## src/rtl/fetch_unit_if.sv

```systemverilog
// rtl/fetch_unit_if.sv - fetch stage bus: instruction-memory read, control-unit handshake, branch redirect
// master is the fetch unit; slave is the memory/control-unit side.
interface fetch_unit_if #(
  parameter int ADDR_WIDTH  = 8,
  parameter int INSTR_WIDTH = 16
);
  logic                   fetch_req;
  logic                   imem_req;
  logic [ADDR_WIDTH-1:0]  imem_addr;
  logic [INSTR_WIDTH-1:0] imem_rdata;
  logic                   imem_ack;
  logic                   instr_valid;
  logic                   instr_ready;
  logic [3:0]             opcode;
  logic [INSTR_WIDTH-5:0] operand;
  logic [ADDR_WIDTH-1:0]  pc;
  logic                   branch_en;
  logic [ADDR_WIDTH-1:0]  branch_target;

  modport master (
    input  fetch_req, imem_rdata, imem_ack, instr_ready, branch_en, branch_target,
    output imem_req, imem_addr, instr_valid, opcode, operand, pc
  );

  modport slave (
    output fetch_req, imem_rdata, imem_ack, instr_ready, branch_en, branch_target,
    input  imem_req, imem_addr, instr_valid, opcode, operand, pc
  );
endinterface

```

## src/rtl/fetch_unit.sv

```systemverilog
// rtl/fetch_unit.sv - instruction fetch stage: pc, imem read, instruction register, branch redirect
// A branch seen while a read is outstanding is parked until the ack, whose data is then dropped.
module fetch_unit #(
  parameter int                    ADDR_WIDTH  = 8,
  parameter int                    INSTR_WIDTH = 16,
  parameter logic [ADDR_WIDTH-1:0] RESET_PC    = '0
) (
  input  logic         clock,
  input  logic         reset,
  fetch_unit_if.master bus
);

  typedef enum logic [1:0] {
    ST_IDLE  = 2'd0,
    ST_REQ   = 2'd1,
    ST_VALID = 2'd2
  } state_e;

  state_e                 state_q, state_d;
  logic [ADDR_WIDTH-1:0]  pc_q, pc_d;
  logic [INSTR_WIDTH-1:0] ir_q, ir_d;
  logic                   redir_q, redir_d;
  logic [ADDR_WIDTH-1:0]  tgt_q, tgt_d;

  always_ff @(posedge clock or negedge reset) begin
    if (!reset) begin
      state_q <= ST_IDLE;
      pc_q    <= RESET_PC;
      ir_q    <= '0;
      redir_q <= 1'b0;
      tgt_q   <= '0;
    end else begin
      state_q <= state_d;
      pc_q    <= pc_d;
      ir_q    <= ir_d;
      redir_q <= redir_d;
      tgt_q   <= tgt_d;
    end
  end

  always_comb begin
    state_d = state_q;
    pc_d    = pc_q;
    ir_d    = ir_q;
    redir_d = redir_q;
    tgt_d   = tgt_q;
    unique case (state_q)
      ST_IDLE: begin
        if (bus.branch_en) begin
          pc_d = bus.branch_target;
        end else if (bus.fetch_req) begin
          state_d = ST_REQ;
        end
      end
      ST_REQ: begin
        if (bus.imem_ack) begin
          // A redirect in the ack cycle itself beats any parked target.
          if (redir_q || bus.branch_en) begin
            pc_d    = bus.branch_en ? bus.branch_target : tgt_q;
            redir_d = 1'b0;
            state_d = ST_IDLE;
          end else begin
            ir_d    = bus.imem_rdata;
            pc_d    = pc_q + ADDR_WIDTH'(1);
            state_d = ST_VALID;
          end
        end else if (bus.branch_en) begin
          redir_d = 1'b1;
          tgt_d   = bus.branch_target;
        end
      end
      ST_VALID: begin
        if (bus.branch_en) begin
          pc_d = bus.branch_target;
        end
        if (bus.instr_ready) begin
          state_d = ST_IDLE;
        end
      end
      default: state_d = ST_IDLE;
    endcase
  end

  always_comb begin
    bus.imem_req    = (state_q == ST_REQ);
    bus.instr_valid = (state_q == ST_VALID);
  end

  assign bus.imem_addr = pc_q;
  assign bus.pc        = pc_q;
  assign bus.opcode    = ir_q[INSTR_WIDTH-1 -: 4];
  assign bus.operand   = ir_q[INSTR_WIDTH-5:0];

endmodule

```

## src/flat_wrapper.sv

```systemverilog
// flat-port wrapper written by rule: the top's interface ports become plain ports
module fetch_unit_flat 
#(
  parameter int                    ADDR_WIDTH  = 8,
  parameter int                    INSTR_WIDTH = 16,
  parameter logic [ADDR_WIDTH-1:0] RESET_PC    = '0
)
  (clock, reset, bus_fetch_req, bus_imem_rdata, bus_imem_ack, bus_instr_ready, bus_branch_en, bus_branch_target, bus_imem_req, bus_imem_addr, bus_instr_valid, bus_opcode, bus_operand, bus_pc);
  fetch_unit_if #(.ADDR_WIDTH(ADDR_WIDTH), .INSTR_WIDTH(INSTR_WIDTH)) bus_i ();
  input  logic clock;
  input  logic reset;
  input wire logic [$bits(bus_i.fetch_req)-1:0] bus_fetch_req;
  input wire logic [$bits(bus_i.imem_rdata)-1:0] bus_imem_rdata;
  input wire logic [$bits(bus_i.imem_ack)-1:0] bus_imem_ack;
  input wire logic [$bits(bus_i.instr_ready)-1:0] bus_instr_ready;
  input wire logic [$bits(bus_i.branch_en)-1:0] bus_branch_en;
  input wire logic [$bits(bus_i.branch_target)-1:0] bus_branch_target;
  output wire logic [$bits(bus_i.imem_req)-1:0] bus_imem_req;
  output wire logic [$bits(bus_i.imem_addr)-1:0] bus_imem_addr;
  output wire logic [$bits(bus_i.instr_valid)-1:0] bus_instr_valid;
  output wire logic [$bits(bus_i.opcode)-1:0] bus_opcode;
  output wire logic [$bits(bus_i.operand)-1:0] bus_operand;
  output wire logic [$bits(bus_i.pc)-1:0] bus_pc;
  assign bus_i.fetch_req = bus_fetch_req;
  assign bus_i.imem_rdata = bus_imem_rdata;
  assign bus_i.imem_ack = bus_imem_ack;
  assign bus_i.instr_ready = bus_instr_ready;
  assign bus_i.branch_en = bus_branch_en;
  assign bus_i.branch_target = bus_branch_target;
  assign bus_imem_req = bus_i.imem_req;
  assign bus_imem_addr = bus_i.imem_addr;
  assign bus_instr_valid = bus_i.instr_valid;
  assign bus_opcode = bus_i.opcode;
  assign bus_operand = bus_i.operand;
  assign bus_pc = bus_i.pc;
  fetch_unit #(.ADDR_WIDTH(ADDR_WIDTH), .INSTR_WIDTH(INSTR_WIDTH), .RESET_PC(RESET_PC)) u_core (.clock(clock), .reset(reset), .bus(bus_i));
endmodule
```

## config.mk

```make
export PLATFORM = sky130hd
export DESIGN_NAME = fetch_unit_flat
export DESIGN_NICKNAME = d
export VERILOG_FILES = /design/src/rtl/fetch_unit_if.sv /design/src/rtl/fetch_unit.sv /design/src/flat_wrapper.sv
export SDC_FILE = /design/constraint.sdc
export NUM_CORES = 1
export LEC_CHECK = 0
export CORE_UTILIZATION = 47
export CTS_CLUSTER_DIAMETER = 60
export CTS_CLUSTER_SIZE = 20
export DETAILED_ROUTE_END_ITERATION = 12
export GPL_ROUTABILITY_DRIVEN = 0
export PLACE_DENSITY = 0.84
export RECOVER_POWER = 25
export SETUP_SLACK_MARGIN = 0.1
export SYNTH_ARGS = -nofsm -noshare
export SYNTH_HDL_FRONTEND = slang
export SYNTH_SLANG_ARGS = --single-unit
```

## constraint.sdc

```tcl
create_clock -name clock -period 3.7 [get_ports clock]
set_input_delay 0.37 -clock clock [delete_from_list [all_inputs] [get_ports clock]]
set_output_delay 0.37 -clock clock [all_outputs]
set_load 0.01 [all_outputs]
```

; Yosys cells after proc, flatten, opt, wreduce, memory -nomap -nowiden
; Cells that the tools add are included.
[word_totals]
regBits = 35
output_inout_bits = 34
[classes]
add_sub_neg = 1
n_eq_ne = 8
n_mux = 14
bitwise = 2
n_reduce_logical = 10
[ops]
columns = cell, n
row1 = 8-bit 2-to-1 mux, 4
row2 = 8-bit case mux with 2 select lines, 1
row3 = 2-bit 2-to-1 mux, 5
row4 = 3-bit AND reduction, 3
row5 = "8-bit by 1-bit adder with 8-bit output, second input constant", 1
row6 = "2-bit inequality test, second input constant", 4
row7 = 2-bit case mux with 3 select lines, 1
row8 = "2-bit by 1-bit inequality test with 1-bit output, second input constant", 2
row9 = 4-bit AND reduction, 1
row10 = 2-bit nonzero test, 2
row11 = 1-bit 2-to-1 mux, 3
row12 = "2-bit by 1-bit == test with 1-bit output, second input constant", 1
row13 = "2-bit == test, second input constant", 1
row14 = 2-bit logical NOT, 1
row15 = 1-bit inverter, 2
row16 = 2-bit AND reduction, 1
row17 = 2-bit OR reduction, 1
row18 = 1-bit logical OR, 1

; Longest topological paths before layout
[logic_depth]
word_depth = 4
ltp_mapped = 5

; Least setup slack after synthesis
; OpenSTA, ideal clock, no wires.
[synth_timing]
kind = register to register
startpoint = register u_core.pc_q[2] (netlist: u_core.bus.imem_addr[2])
endpoint = register u_core.pc_q[7] (netlist: u_core.bus.imem_addr[7])
setup_time_ns = 0.120
arrival_time_ns = 1.457
slack_ns = 2.122
stages_incl_launch_ff = 6
path_buffers = 1
path_cell_list = dfrtp_1 > buf_4 > nand4_1 > or3_1 > or3_1 > o211a_1
[synth_via]
elab_chain_cells = 4
[synth_lines]
columns = item, line
row1 = from (decl), fetch_unit.sv:20  ; logic [ADDR_WIDTH-1:0] pc_q, pc_d;
row2 = from (signal assigned), fetch_unit.sv:34  ; pc_q <= pc_d;
row3 = 8-bit by 1-bit adder with 8-bit output, fetch_unit.sv:64  ; pc_d = pc_q + ADDR_WIDTH'(1);
row4 = 8-bit 2-to-1 mux, fetch_unit.sv:58  ; if (redir_q || bus.branch_en) begin
row5 = 8-bit 2-to-1 mux, fetch_unit.sv:56  ; if (bus.imem_ack) begin
row6 = 8-bit case mux with 2 select lines, fetch_unit.sv:47  ; unique case (state_q)
; No other way between the ends. The select of a mux whose other input is x is not followed.
; A chain may end at the register's enable or synchronous reset.

; Worst setup path in the final report
[layout_timing]
startpoint = register u_core.state_q[0]
endpoint = output bus_imem_req
[layout_via]
elab_chain_cells = 1
[layout_lines]
columns = item, line
row1 = from (decl), fetch_unit.sv:19  ; state_e state_q, state_d;
row2 = from (signal assigned), fetch_unit.sv:33  ; state_q <= state_d;
row3 = 2-bit by 1-bit == test with 1-bit output, fetch_unit.sv:85  ; bus.imem_req = (state_q == ST_REQ);
row4 = to (decl), flat_wrapper.sv:18  ; output wire logic [$bits(bus_i.imem_req)-1:0] bus_imem_req;
; No other way between the ends.

==> flow_metrics.tcl <==
set metrics [dict create \
    clock_skew_ns 0.002597 \
    worst_path_max_delay_cell "dfrtp_1" \
    num_vias 1428 \
    whs_ns 0.5162 \
    diodes 0 \
    die-area_mm2 0.003909 \
    synth-seq-cells 35 \
    clk_latency_ns 0.34 \
    drive_above_1_share_pct 16.59 \
    min_path_cells 1 \
    status "complete, but fails checks" \
    cts_tree "built" \
    violations "max-capacitance violations, max-slew violations" \
    period_minus_slack_ns 2.291 \
    hold_buffers 0 \
    io_buffers 63 \
    fin_util_pct 70.95 \
    clockBufferDepth 2 \
    rr_worst_depth 4 \
    worstSetupPathType "register to output port" \
    path_clk_slew_ns 0.11 \
    dp_hpwl_mm 2.909 \
    area_growth_pct 40.77 \
    wire_per_inst_um 15.18 \
    yosysSeqAreaShare_pct 50.87 \
    firstDrtPassIters 4 \
    grt_start_max_net_pins 36 \
    wirelength_mm 3.993 \
    initialDrtViolationCount 90 \
    min_path_type "register to register" \
    cp-end-kind "output port" \
    rsz0062_at_grt "no" \
    post-cts-setup-buffer-count 0 \
    die_x_um 62.53 \
    ir_drop_uv 400.7 \
    htree_levels 2 \
    netlist_area_mm2 0.001722 \
    synth_cells 158 \
    drc 0 \
    dp_cells 255 \
    num_io_pins 64 \
    synth_warnings 0 \
    cts.repair.resized 0 \
    p_per_area_mw_per_mm2 684.8 \
    rows 21 \
    grt_pass1_wl_mm 6.748 \
    ys_types 32 \
    crit_chain "inv_1 -> nor2_1 -> clkdlybuf4s50_1" \
    finalPower_mw 1.660 \
    cts_made_buffers 5 \
    maxCapViolCount 1 \
    required_ns 3.33 \
    setup_viol_count_final 0 \
    nNetsFinal 247 \
    startpoint_type "register" \
    synthesis.nets 189 \
    slew_headroom_pct -19.53 \
    fmax_mhz 436.5 \
    fin_setup_tns_ns 0 \
    arrival_ns 1.92 \
    path_max_fanout 13 \
    period_share_pct 61.91 \
    grt_antenna_before_repair 0 \
    final_cell_count_no_fill 263 \
    start_util_pct 50.40 \
    grt_pass1_vias 1415 \
    clkSinkCount 35 \
    syn_avg_cell_area_um2 10.90 \
    core-area_mm2 0.003416 \
    hold_viol 0 \
    p_leak_nw 0.9959 \
    worst_pin_slew_ns 1.793 \
    gr-usage-all-layers_pct 22.08 \
    maxSlewViolCount 36 \
    die_y_um 62.53 \
    root_buffer "clkbuf_4" \
    grt_remaining_overflow 0 \
    cp_slowest_stage_delay_ns 0.61 \
    via_per_inst 5.430 \
    ant_nets 0 \
]
cells in the final DEF, fill, tap and decap left out:
| master | instances |
|---|---|
| clkdlybuf4s50_1 | 62 |
| o21ai_1 | 1 |
| ha_1 | 1 |
| o21ai_0 | 6 |
| a2bb2oi_1 | 2 |
| nand2b_1 | 3 |
| clkinv_2 | 1 |
| nor3_1 | 1 |
| nor2b_1 | 2 |
| clkbuf_8 | 1 |
| o311ai_0 | 2 |
| dlygate4sd3_1 | 1 |
| bufinv_16 | 1 |
| nor3_2 | 1 |
| o211ai_1 | 2 |
| o221ai_1 | 1 |
| nand3_1 | 3 |
| a21o_1 | 1 |
| or3_1 | 2 |
| inv_1 | 5 |
| nand3b_1 | 1 |
| buf_4 | 1 |
| nor3b_1 | 1 |
| nor4_4 | 1 |
| dfrtp_1 | 35 |
| xnor2_1 | 3 |
| a31oi_1 | 4 |
| clkbuf_4 | 5 |
| a21oi_1 | 9 |
| clkbuf_1 | 1 |
| nand4_1 | 2 |
| nor2_1 | 11 |
| and3b_1 | 1 |
| mux2i_1 | 1 |
| and4_2 | 1 |
| nand2_1 | 16 |
| o211a_1 | 1 |
| mux2_2 | 24 |
power breakdown:
group | switching (mW) | internal [mW]
sequential | 0.138 | 0.539
clock | 0.133 | 0.160
combinational | 0.263 | 0.427
synth_stat cells:
library cell | n | area share (%)
a21o_1 | 1 | 0.44
a21oi_1 | 9 | 2.6
a2bb2oi_1 | 2 | 1.0
a31oi_1 | 4 | 1.5
and3b_1 | 1 | 0.51
and4_2 | 1 | 0.58
buf_2 | 2 | 0.58
buf_4 | 9 | 3.9
clkbuf_1 | 3 | 0.65
dfrtp_1 | 35 | 51
ha_1 | 1 | 0.73
inv_1 | 5 | 1.1
mux2_2 | 24 | 16
mux2i_1 | 1 | 0.58
nand2_1 | 16 | 3.5
nand2b_1 | 3 | 1.1
nand3_1 | 3 | 0.87
nand3b_1 | 1 | 0.44
nand4_1 | 2 | 0.73
nor2_1 | 11 | 2.4
nor2b_1 | 2 | 0.73
nor3_1 | 2 | 0.58
nor3b_1 | 1 | 0.44
nor4_4 | 1 | 1.2
o211a_1 | 1 | 0.58
o211ai_1 | 2 | 0.87
o21ai_0 | 6 | 1.7
o21ai_1 | 1 | 0.29
o221ai_1 | 1 | 0.51
o311ai_0 | 2 | 1.0
or3_1 | 2 | 0.73
xnor2_1 | 3 | 1.5
metal layers:
metal	vias up	global-route usage, %	routed length [um]
li1	663	-	-
met1	679	26.91	1652
met2	80	36.01	1941
met3	6	7.482	339
met4	0	8.430	59
met5	-	0	0
stage by stage:
| stage | setup WS [ns] | area (um2) |
|---|---|---|
| after floorplan | 2.122 | 1722 |
| after global placement | 1.434 | 2341 |
| after detailed placement | 1.320 | 2341 |
| after CTS | 1.423 | 2427 |
| after global routing | 1.201 | 2424 |
| final | 1.409 | 2424 |
area by class of cell:
cell class                      instances  area, um2
Timing Repair Buffer                   65      641.9
Fill cell                             251      992.2
Multi-Input combinational cell        104      743.2
Clock buffer                            6      51.30
Inverter                                5      18.77
Sequential cell                        35      875.8
Clock inverter                          2      35.03
Tap cell                               46      57.56
final timing paths:
path / slack, ns / end / startpoint
max: 1.41 / bus_imem_req / u_core.state_q[0]
min: 0.52 / u_core.ir_q[10] / u_core.ir_q[10]
max reg2reg: 1.80 / u_core.ir_q[11] / u_core.state_q[0]
min reg2reg: 0.52 / u_core.ir_q[10] / u_core.ir_q[10]
max in group asynchronous: 1.64 / u_core.tgt_q[3] / reset
min in group asynchronous: 1.04 / u_core.redir_q / reset
state kept, by name, indices dropped and copies added (netlist names):
| register | flops |
|---|---|
| u_core.bus.imem_addr | 8 |
| u_core.ir_q | 16 |
| u_core.redir_q | 1 |
| u_core.state_q | 2 |
| u_core.tgt_q | 8 |
worst max-delay path: cells and delay by family (launching register included):
kind,cells,cell delay [ns]
buffers and inverters,2,0.78
DFF,1,0.61
and+or+nand+nor,1,0.19
kinds of logic after synthesis:
logic type,after synthesis,synth area share (%)
buf+inv,19,6.250
flops,35,50.87
simple gates,46,13.81
mux,25,16.28
xor+xnor,3,1.526
fa+ha+maj,1,0.7266
compound gates,29,10.54
No activity file was read; power rests on OpenSTA's default activity.
